`config.mk`:
```
export PLATFORM = sky130hd
export DESIGN_NAME = md_dispatch_flat
export DESIGN_NICKNAME = d
export VERILOG_FILES = /design/src/rtl/md_pkg.sv /design/src/rtl/md_dispatch_if.sv /design/src/rtl/md_req_fifo.sv /design/src/rtl/md_dispatch.sv /design/src/flat_wrapper.sv
export SDC_FILE = /design/constraint.sdc
export NUM_CORES = 1
export LEC_CHECK = 0
export ABC_CLOCK_PERIOD_IN_PS = 4019
export CORE_MARGIN = 4
export CORE_UTILIZATION = 44
export DETAILED_ROUTE_END_ITERATION = 7
export PLACE_DENSITY = 0.87
export SKIP_CTS_REPAIR_TIMING = 1
export SYNTH_ARGS = -nofsm -noshare
export SYNTH_HDL_FRONTEND = slang
export SYNTH_HIERARCHICAL = 1
export SYNTH_SLANG_ARGS = --single-unit
```
`constraint.sdc`:
```
create_clock -name clk -period 4.02 [get_ports clk]
set_clock_uncertainty 0.05 [all_clocks]
set_input_delay 0.603 -clock clk [delete_from_list [all_inputs] [get_ports clk]]
set_output_delay 0.603 -clock clk [all_outputs]
set_load 0.03 [all_outputs]
```
`src/rtl/md_pkg.sv`:
```
`default_nettype none
// ============================================================================
//  Module   : md_pkg
//  Purpose  : Shared op encodings and queued request type for the MD dispatch.
//  Revision : 1.0  initial release
// ============================================================================
package md_pkg;

    localparam logic [2:0] MD_MULT  = 3'd0;
    localparam logic [2:0] MD_MULTU = 3'd1;
    localparam logic [2:0] MD_DIV   = 3'd2;
    localparam logic [2:0] MD_DIVU  = 3'd3;
    localparam logic [2:0] MD_MTHI  = 3'd4;
    localparam logic [2:0] MD_MTLO  = 3'd5;

    typedef struct packed {
        logic [2:0]  op;
        logic [31:0] a;
        logic [31:0] b;
    } md_req_t;

    // Ops 6 and 7 are not HI/LO writers and must never occupy a slot.
    function automatic logic md_op_legal(input logic [2:0] op);
        return op <= MD_MTLO;
    endfunction

endpackage
`default_nettype wire

```
`src/rtl/md_dispatch_if.sv`:
```
`default_nettype none
// ============================================================================
//  Module   : md_dispatch_if
//  Purpose  : Pipeline request / read-stall / MD-unit bundle for md_dispatch.
//  Revision : 1.0  initial release
// ============================================================================
interface md_dispatch_if #(
    parameter int DEPTH = 2
);
    localparam int PW = $clog2(DEPTH) + 1;

    logic          req_valid;
    logic          req_ready;
    logic [2:0]    req_op;
    logic [31:0]   req_a;
    logic [31:0]   req_b;
    logic          rd_req;
    logic          rd_stall;
    logic          md_busy;
    logic [31:0]   md_in1;
    logic [31:0]   md_in2;
    logic [2:0]    md_op;
    logic          md_chose;
    logic          md_change_hi;
    logic          md_change_lo;
    logic [PW-1:0] pending;

    modport slave (
        input  req_valid, req_op, req_a, req_b, rd_req, md_busy,
        output req_ready, rd_stall, md_in1, md_in2, md_op,
               md_chose, md_change_hi, md_change_lo, pending
    );

    modport master (
        output req_valid, req_op, req_a, req_b, rd_req, md_busy,
        input  req_ready, rd_stall, md_in1, md_in2, md_op,
               md_chose, md_change_hi, md_change_lo, pending
    );

endinterface
`default_nettype wire

```
`src/rtl/md_req_fifo.sv`:
```
`default_nettype none
// ============================================================================
//  Module   : md_req_fifo
//  Purpose  : Synchronous FIFO of md_req_t with async clear and occupancy.
//  Revision : 1.0  initial release
// ============================================================================
module md_req_fifo
    import md_pkg::*;
#(
    parameter int DEPTH = 2,
    localparam int AW   = $clog2(DEPTH),
    localparam int CW   = AW + 1
) (
    input  wire logic    clk,
    input  wire logic    reset,
    input  wire logic    push,
    input  wire md_req_t wdata,
    input  wire logic    pop,
    output md_req_t      rdata,
    output logic         full,
    output logic         empty,
    output logic [CW-1:0] count
);

    md_req_t       mem [DEPTH];
    logic [AW-1:0] wr_ptr;
    logic [AW-1:0] rd_ptr;
    logic          do_push;
    logic          do_pop;

    assign full    = (count == CW'(DEPTH));
    assign empty   = (count == '0);
    assign do_push = push & ~full;
    assign do_pop  = pop & ~empty;
    assign rdata   = mem[rd_ptr];

    // DEPTH is a power of two, so the pointers wrap by natural overflow.
    always_ff @(posedge clk or posedge reset) begin
        if (reset) begin
            wr_ptr <= '0;
            rd_ptr <= '0;
            count  <= '0;
        end else begin
            if (do_push) wr_ptr <= wr_ptr + 1'b1;
            if (do_pop)  rd_ptr <= rd_ptr + 1'b1;
            case ({do_push, do_pop})
                2'b10:   count <= count + 1'b1;
                2'b01:   count <= count - 1'b1;
                default: count <= count;
            endcase
        end
    end

    always_ff @(posedge clk) begin
        if (do_push) mem[wr_ptr] <= wdata;
    end

endmodule
`default_nettype wire

```
`src/rtl/md_dispatch.sv`:
```
`default_nettype none
// ============================================================================
//  Module   : md_dispatch
//  Purpose  : In-order HI/LO writer queue feeding the multiply/divide unit,
//             plus the mfhi/mflo read stall.
//  Revision : 1.0  initial release
// ============================================================================
module md_dispatch
    import md_pkg::*;
#(
    parameter int DEPTH = 2
) (
    input  wire logic     clk,
    input  wire logic     reset,
    md_dispatch_if.slave  bus
);

    localparam int PW = $clog2(DEPTH) + 1;

    md_req_t       req;
    md_req_t       head;
    logic          push;
    logic          issue;
    logic          full;
    logic          empty;
    logic [PW-1:0] count;

    assign req   = '{op: bus.req_op, a: bus.req_a, b: bus.req_b};
    assign push  = bus.req_valid & ~full & md_op_legal(bus.req_op);
    // Reset gating keeps every unit-facing strobe quiet during a mid-cycle clear.
    assign issue = ~empty & ~bus.md_busy & ~reset;

    md_req_fifo #(.DEPTH(DEPTH)) u_fifo (
        .clk   (clk),
        .reset (reset),
        .push  (push),
        .wdata (req),
        .pop   (issue),
        .rdata (head),
        .full  (full),
        .empty (empty),
        .count (count)
    );

    always_comb begin
        bus.md_chose     = 1'b0;
        bus.md_change_hi = 1'b0;
        bus.md_change_lo = 1'b0;
        bus.md_in1       = '0;
        bus.md_in2       = '0;
        bus.md_op        = '0;
        if (issue) begin
            bus.md_in1 = head.a;
            case (head.op)
                MD_MTHI: bus.md_change_hi = 1'b1;
                MD_MTLO: bus.md_change_lo = 1'b1;
                default: begin
                    bus.md_chose = 1'b1;
                    bus.md_op    = {1'b0, head.op[1:0]};
                    bus.md_in2   = head.b;
                end
            endcase
        end
    end

    assign bus.req_ready = ~full;
    assign bus.pending   = count;
    assign bus.rd_stall  = ~reset & bus.rd_req & (~empty | bus.md_busy);

endmodule
`default_nettype wire
```
`src/flat_wrapper.sv`:
```
// flat-port wrapper written by rule: the top's interface ports become plain ports
module md_dispatch_flat import md_pkg::*;
#(
    parameter int DEPTH = 2
)
  (clk, reset, bus_req_valid, bus_req_op, bus_req_a, bus_req_b, bus_rd_req, bus_md_busy, bus_req_ready, bus_rd_stall, bus_md_in1, bus_md_in2, bus_md_op, bus_md_chose, bus_md_change_hi, bus_md_change_lo, bus_pending);
  md_dispatch_if #(.DEPTH(DEPTH)) bus_i ();
  input  wire logic clk;
  input  wire logic reset;
  input wire logic [$bits(bus_i.req_valid)-1:0] bus_req_valid;
  input wire logic [$bits(bus_i.req_op)-1:0] bus_req_op;
  input wire logic [$bits(bus_i.req_a)-1:0] bus_req_a;
  input wire logic [$bits(bus_i.req_b)-1:0] bus_req_b;
  input wire logic [$bits(bus_i.rd_req)-1:0] bus_rd_req;
  input wire logic [$bits(bus_i.md_busy)-1:0] bus_md_busy;
  output wire logic [$bits(bus_i.req_ready)-1:0] bus_req_ready;
  output wire logic [$bits(bus_i.rd_stall)-1:0] bus_rd_stall;
  output wire logic [$bits(bus_i.md_in1)-1:0] bus_md_in1;
  output wire logic [$bits(bus_i.md_in2)-1:0] bus_md_in2;
  output wire logic [$bits(bus_i.md_op)-1:0] bus_md_op;
  output wire logic [$bits(bus_i.md_chose)-1:0] bus_md_chose;
  output wire logic [$bits(bus_i.md_change_hi)-1:0] bus_md_change_hi;
  output wire logic [$bits(bus_i.md_change_lo)-1:0] bus_md_change_lo;
  output wire logic [$bits(bus_i.pending)-1:0] bus_pending;
  assign bus_i.req_valid = bus_req_valid;
  assign bus_i.req_op = bus_req_op;
  assign bus_i.req_a = bus_req_a;
  assign bus_i.req_b = bus_req_b;
  assign bus_i.rd_req = bus_rd_req;
  assign bus_i.md_busy = bus_md_busy;
  assign bus_req_ready = bus_i.req_ready;
  assign bus_rd_stall = bus_i.rd_stall;
  assign bus_md_in1 = bus_i.md_in1;
  assign bus_md_in2 = bus_i.md_in2;
  assign bus_md_op = bus_i.md_op;
  assign bus_md_chose = bus_i.md_chose;
  assign bus_md_change_hi = bus_i.md_change_hi;
  assign bus_md_change_lo = bus_i.md_change_lo;
  assign bus_pending = bus_i.pending;
  md_dispatch #(.DEPTH(DEPTH)) u_core (.clk(clk), .reset(reset), .bus(bus_i));
endmodule
```
==> results of run 1 <==
==> flip-flops by register name, indices dropped and copies added, names as in the netlist <==
register              flops
u_core/u_fifo/mem       134
u_core/u_fifo/rd_ptr      1
u_core/u_fifo/wr_ptr      1
u_core/u_fifo/count       2
==> layer usage <==
layer,share of wire,wire (µm),global-route usage,up-vias
met5,0,0,0,-
met4,0.026,308,0.0854,0
met3,0.047,553,0.0429,23
met2,0.54,6300,0.290,93
met1,0.39,4570,0.186,1599
li1,-,-,-,1487
==> per-stage QoR <==
| stage | cells | setup slack (ns) | hold WS, ns | cell area [µm²] | util |
|---|---|---|---|---|---|
| after floorplan | 316 | 0.496 | 0.319 | 5670 | - |
| after global placement | 619 | 0.660 | 0.452 | 7260 | 0.576 |
| after detailed placement | 619 | 0.609 | 0.465 | 7260 | 0.576 |
| after CTS | 651 | 0.586 | 0.443 | 7900 | 0.626 |
| after global routing | 651 | 0.507 | 0.465 | 7900 | 0.626 |
| final | 651 | 0.645 | 0.466 | 7900 | 0.626 |
==> report_power, final <==
group	leakage [µW]	internal (µW)	switching (µW)
logic	0.00129	739	814
registers	0.00127	1900	107
clock network	0.000305	1090	564
==> cells by family (layout without fill, tap and decap cells) <==
logic type,Yosys count,in the layout,synth area share
XOR/XNOR,5,5,0.00772
adder cells (fa/ha/maj),1,1,0.00221
other,1,1,0.000661
multiplexers,67,67,0.146
flip-flops,138,138,0.727
buffers and inverters,22,185,0.0238
AND/OR/NAND/NOR,82,82,0.0920
==> cell type report <==
type / instances / share of cell area
clock buffers: 17 / 0.0539
flip-flops and latches: 138 / 0.523
inverters: 3 / 0.00143
well taps: 172 / 0.0273
repair buffers: 150 / 0.188
clock inverters: 15 / 0.0260
multi-input cells: 156 / 0.180
==> worst max-delay path by stage <==
| stage | from | to | slack [ns] | cells past startpoint |
|---|---|---|---|---|
| global placement | bus_md_busy | bus_md_in2[31] | 0.66 | 5 |
| global route | bus_md_busy | bus_md_change_hi | 0.51 | 5 |
| CTS | bus_md_busy | bus_md_in2[8] | 0.59 | 5 |
| detailed placement | bus_md_busy | bus_md_in2[11] | 0.61 | 5 |
| floorplan | u_core/u_fifo/count[0]$_DFFE_PP0P_ | u_core/u_fifo/mem[0][0]$_DFFE_PP_ | 0.50 | 6 |
| finish | bus_md_busy | bus_md_in2[8] | 0.64 | 5 |
==> cell usage after synthesis <==
cell      instances
xnor2_1           3
nand2_1           2
dfrtp_1           4
nor3b_2           1
nor2b_1           2
mux2_2           47
and4b_1           1
clkbuf_1          5
and2_1           34
buf_8             2
xor2_1            2
conb_1            1
buf_6             2
nor3_4            1
nand2b_1          2
buf_2             5
and3_1           35
nor2_1            3
edfxtp_1        134
nor3b_1           1
clkbuf_2          4
mux2_4           20
ha_1              1
inv_1             3
buf_4             1
==> critical path, delay by kind of cell <==
| kind | cells | cell delay [ns] |
|---|---|---|
| buffers and inverters | 3 | 1.65 |
| and+or+nand+nor | 2 | 0.46 |
==> flow_summary.json, run 1 <==
{
  "rsz0062_at_grt": "no",
  "required_ns": 3.37,
  "yosysWarnings": 6,
  "rr_worst_depth": 5,
  "mostFrequentLayoutCell": "clkdlybuf4s50_1",
  "wl_per_cell_um": 18.0,
  "slew_headroom": 0.336,
  "min_path_type": "in -> async",
  "timing.rr.end": "u_core/u_fifo/mem[1][37]$_DFFE_PP_",
  "cts_buffers": 17,
  "maxCapViolCount": 0,
  "fin_crit_ns": 3.38,
  "htreeDepth": 4,
  "critPathMaxFanout": 70,
  "drive_gt1_frac": 0.223,
  "syn_area_um2": 5670,
  "total_power_uw": 5210,
  "synth_nets": 389,
  "dieArea_um2": 14800,
  "drc": 0,
  "postSynthAreaPerCell_um2": 17.9,
  "hold_violations": 0,
  "vias": 3202,
  "crit_chain": "clkdlybuf4s50_1 > nor3_4 > buf_4 > and3_1 > clkdlybuf4s50_1",
  "crit_slowest_cell": "clkdlybuf4s50_1",
  "die_x_um": 122,
  "worst_path_most_repeated_cell": "clkdlybuf4s50_1",
  "p_per_area_nw_per_um2": 661,
  "port_buffers": 144,
  "cts_root_buffer": "clkbuf_16",
  "status": "finished clean",
  "tightest_slew_ns": 0.996,
  "synth_cells": 316,
  "leakage_uw": 0.00286,
  "setup_viol": 0,
  "final_cell_mix": "144 x clkdlybuf4s50_1, 134 x edfxtp_1, 47 x mux2_2",
  "rows": 41,
  "clk_latency_ns": 0.40,
  "grt_max_degree": 71,
  "fmax_mhz": 296,
  "ys_types": 25,
  "wl_um": 11700,
  "vdd_drop_max_mv": 0.373,
  "drtAntennaViolNets": 0,
  "dr.pass1.iters": 4,
  "syn2layout_area_growth_pct": 39.2,
  "ios": 146,
  "grt_pass1_wl_um": 18400,
  "reg2reg_from": "u_core/u_fifo/count[0]$_DFFE_PP0P_",
  "synthTopCellsByArea": "edfxtp_1 71%, mux2_2 9.3%, mux2_4 5.3%",
  "gp_congestion": 0.732,
  "cts_tree": "done",
  "synth_top_area_share": 0.710,
  "start_kind": "primary input",
  "multiInputGateArea_um2": 1420,
  "yosysSeqAreaShare": 0.727,
  "track_usage": 0.166,
  "routed_via_density": 4.92,
  "synth_seq_cells": 138,
  "tns_ns": 0,
  "clkSinkCount": 138,
  "fillers": 939,
  "fp.dieH_um": 122,
  "crit_type": "in -> out",
  "ctsLongestPathBuffers": 2,
  "n_antenna_cell": 0,
  "r2r_slack_ns": 1.83,
  "max_stage_delay_ns": 0.70,
  "grt_overflow": 0,
  "slew_viol_final": 0,
  "core_region_area_um2": 12600,
  "cp-end-kind": "primary output",
  "antenna_found_initial": 0,
  "clk_pin_slew_ns": 0.05,
  "yosys.area.top_type": "edfxtp_1",
  "crit_arrival_ns": 2.72,
  "min_period_over_period": 0.840,
  "drt-initial-drc-count": 210,
  "start_util": 0.449,
  "hpwlAfterDp_um": 7470,
  "final_nets": 539,
  "grt_pass1_vias": 3570,
  "ff_latch_area_um2": 4130
}
(Power assumes the default switching activity.)
==> run 2, diff against run 1 <==
--- a/config.mk
+++ b/config.mk
@@ -5,7 +5,7 @@
 export SDC_FILE = /design/constraint.sdc
 export NUM_CORES = 1
 export LEC_CHECK = 0
-export ABC_CLOCK_PERIOD_IN_PS = 4019
+export ABC_CLOCK_PERIOD_IN_PS = 2900
 export CORE_MARGIN = 4
 export CORE_UTILIZATION = 44
 export DETAILED_ROUTE_END_ITERATION = 7
==> constraint.sdc (replaced) <==
create_clock -name clk -period 2.9 [get_ports clk]
set_clock_uncertainty 0.05 [all_clocks]
set_input_delay 0.435 -clock clk [delete_from_list [all_inputs] [get_ports clk]]
set_output_delay 0.435 -clock clk [all_outputs]
set_load 0.03 [all_outputs]
==> run 2 against run 1 <==
Effect of this change:
- global-route usage shrank 0.26 points
- core utilization grew 0.83 points
- sequential share of layout area decreased by 0.69 points
- non-clock buffer count increased by 4
- die area did not move
- cell count up 0.61%
- sequential power is 36% higher
- setup slack worse by 0.54 ns
- power rose by 39%
- via count fell by 0.72%
- design area up 1.3%
- largest cell class unchanged
- highest routed layer unchanged
==> flow_summary.json, run 2 (synthesized netlist as in run 1, its figures left out) <==
{
  "die_x_um": 122,
  "wl_per_cell_um": 17.9,
  "clk_latency_ns": 0.40,
  "leakage_uw": 0.00353,
  "reg_top3": "u_core/u_fifo/mem: 134 flops, u_core/u_fifo/count: 2 flops",
  "p_sw_frac": 0.285,
  "min_period_over_period": 0.962,
  "rsz0062_at_grt": "no",
  "final_util": 0.634,
  "grt_overflow": 0,
  "worst_hold_slack_ns": 0.283,
  "slew_viol_final": 0,
  "setup_viol": 0,
  "dr.pass1.iters": 4,
  "start_util": 0.449,
  "hpwlAfterDp_um": 7690,
  "min_path_type": "in -> async",
  "port_buffers": 144,
  "drc": 0,
  "reg2reg_from": "u_core/u_fifo/count[0]$_DFFE_PP0P_",
  "largest_register": "u_core/u_fifo/mem",
  "drt-initial-drc-count": 155,
  "drive_gt1_frac": 0.306,
  "largest_reg_flops": 134,
  "tns_ns": 0,
  "finalNonFillerCells": 655,
  "r2r_slack_ns": 0.91,
  "cp-end-kind": "primary output",
  "cts_root_buffer": "clkbuf_16",
  "gp_congestion": 0.772,
  "htreeDepth": 4,
  "crit_arrival_ns": 2.31,
  "seqPwrFrac": 0.377,
  "clk_pin_slew_ns": 0.05,
  "rows": 41,
  "wl_um": 11800,
  "maxCapViolCount": 0,
  "crit_type": "reg -> out",
  "total_power_uw": 7270,
  "routed_via_density": 4.85,
  "grt_pass1_wl_um": 18000,
  "multiInputGateArea_um2": 1420,
  "ff_latch_area_um2": 4130,
  "mostFrequentLayoutCell": "edfxtp_1",
  "p_int_uw": 5190,
  "fp.dieH_um": 122,
  "final_nets": 543,
  "fillers": 950,
  "clkSinkCount": 138,
  "grt_max_degree": 68,
  "timing.rr.end": "u_core/u_fifo/count[1]$_DFFE_PP0P_",
  "p_comb_frac": 0.308,
  "fmax_mhz": 358,
  "cts_buffers": 17,
  "hold_violations": 0,
  "grt_pass1_vias": 3374,
  "p_sw_uw": 2070,
  "ios": 146,
  "dieArea_um2": 14800,
  "pwr-share-clk": 0.315,
  "start_kind": "flop",
  "fin_crit_ns": 2.79,
  "final_cell_mix": "134 x edfxtp_1, 75 x clkdlybuf4s50_1, 47 x mux2_2",
  "drtAntennaViolNets": 0,
  "antenna_found_initial": 0,
  "place_inst": 623,
  "track_usage": 0.163,
  "status": "finished clean",
  "vias": 3179,
  "syn2layout_area_growth_pct": 41.1,
  "required_ns": 2.41,
  "critPathMaxFanout": 25,
  "core_region_area_um2": 12600,
  "vdd_drop_max_mv": 0.476,
  "rr_worst_depth": 7,
  "n_antenna_cell": 0,
  "ctsLongestPathBuffers": 2,
  "cts_tree": "done",
  "p_per_area_nw_per_um2": 908
}
## run 2: cell types whose count changed in the layout (fill, tap and decap cells not counted)
cell | previous run | this run
clkdlybuf4s50_1 | 144 | 75
buf_4 | 6 | 40
dlymetal6s2s_1 | 0 | 32
buf_12 | 0 | 7
## run 2: stage by stage
step	instance area, µm²	setup slack [ns]
CTS	7920	-0.0942
global route	8000	0.00106
finish	8000	0.109
global placement	7290	0.199
floorplan	5680	0.109
detailed placement	7290	0.150
## run 2: power groups by stage
| stage | sequential (µW) | combinational [µW] | clock, µW |
|---|---|---|---|
| finish | 2740 | 2240 | 2290 |
| detailed placement | 2780 | 2260 | 0 |
| CTS | 2750 | 2280 | 2330 |
| global route | 2770 | 2390 | 2420 |
| global placement | 2760 | 2220 | 0 |
| floorplan | 2780 | 1530 | 0 |
## run 2: area by class of cell
cell class | count | share of cell area
Tap cell | 172 | 0.0269
Inverter | 3 | 0.00141
Multi-Input combinational cell | 156 | 0.178
Clock inverter | 15 | 0.0256
Timing Repair Buffer | 154 | 0.199
Sequential cell | 138 | 0.516
Clock buffer | 17 | 0.0532
## run 2: worst max-delay path by stage
stage | slack [ns] | depth (start not counted) | endpoint | startpoint
after floorplan | 0.11 | 6 | u_core/u_fifo/mem[0][0]$_DFFE_PP_ | u_core/u_fifo/count[0]$_DFFE_PP0P_
after global placement | 0.20 | 5 | bus_md_in2[28] | bus_md_busy
after detailed placement | 0.15 | 5 | bus_md_in2[10] | bus_md_busy
after CTS | -0.09 | 5 | bus_md_in2[10] | u_core/u_fifo/rd_ptr$_DFFE_PP0P_
after global routing | 0.001 | 5 | bus_md_in1[14] | u_core/u_fifo/rd_ptr$_DFFE_PP0P_
final | 0.11 | 5 | bus_md_in1[23] | u_core/u_fifo/rd_ptr$_DFFE_PP0P_
## run 2: critical path: stages (launching register included)
cell and delay, ns:
dfrtp_4 0.44, buf_4 0.33, buf_4 0.42, mux2_2 0.38
and2_1 0.14, buf_4 0.16
## run 2: layer usage
| layer | vias to the layer above | GRT usage | wire length [µm] |
|---|---|---|---|
| li1 | 1493 | - | - |
| met1 | 1571 | 0.186 | 4620 |
| met2 | 90 | 0.280 | 6250 |
| met3 | 25 | 0.0480 | 583 |
| met4 | 0 | 0.0805 | 310 |
| met5 | - | 0 | 0 |
==> run 3, diff against run 2 <==
--- a/config.mk
+++ b/config.mk
@@ -8,6 +8,7 @@
 export ABC_CLOCK_PERIOD_IN_PS = 2900
 export CORE_MARGIN = 4
 export CORE_UTILIZATION = 44
+export CTS_CLUSTER_SIZE = 20
 export DETAILED_ROUTE_END_ITERATION = 7
 export PLACE_DENSITY = 0.87
 export SKIP_CTS_REPAIR_TIMING = 1
==> results of run 3 <==
Same layout as run 2: the final DEF is identical, and so are final timing and power.
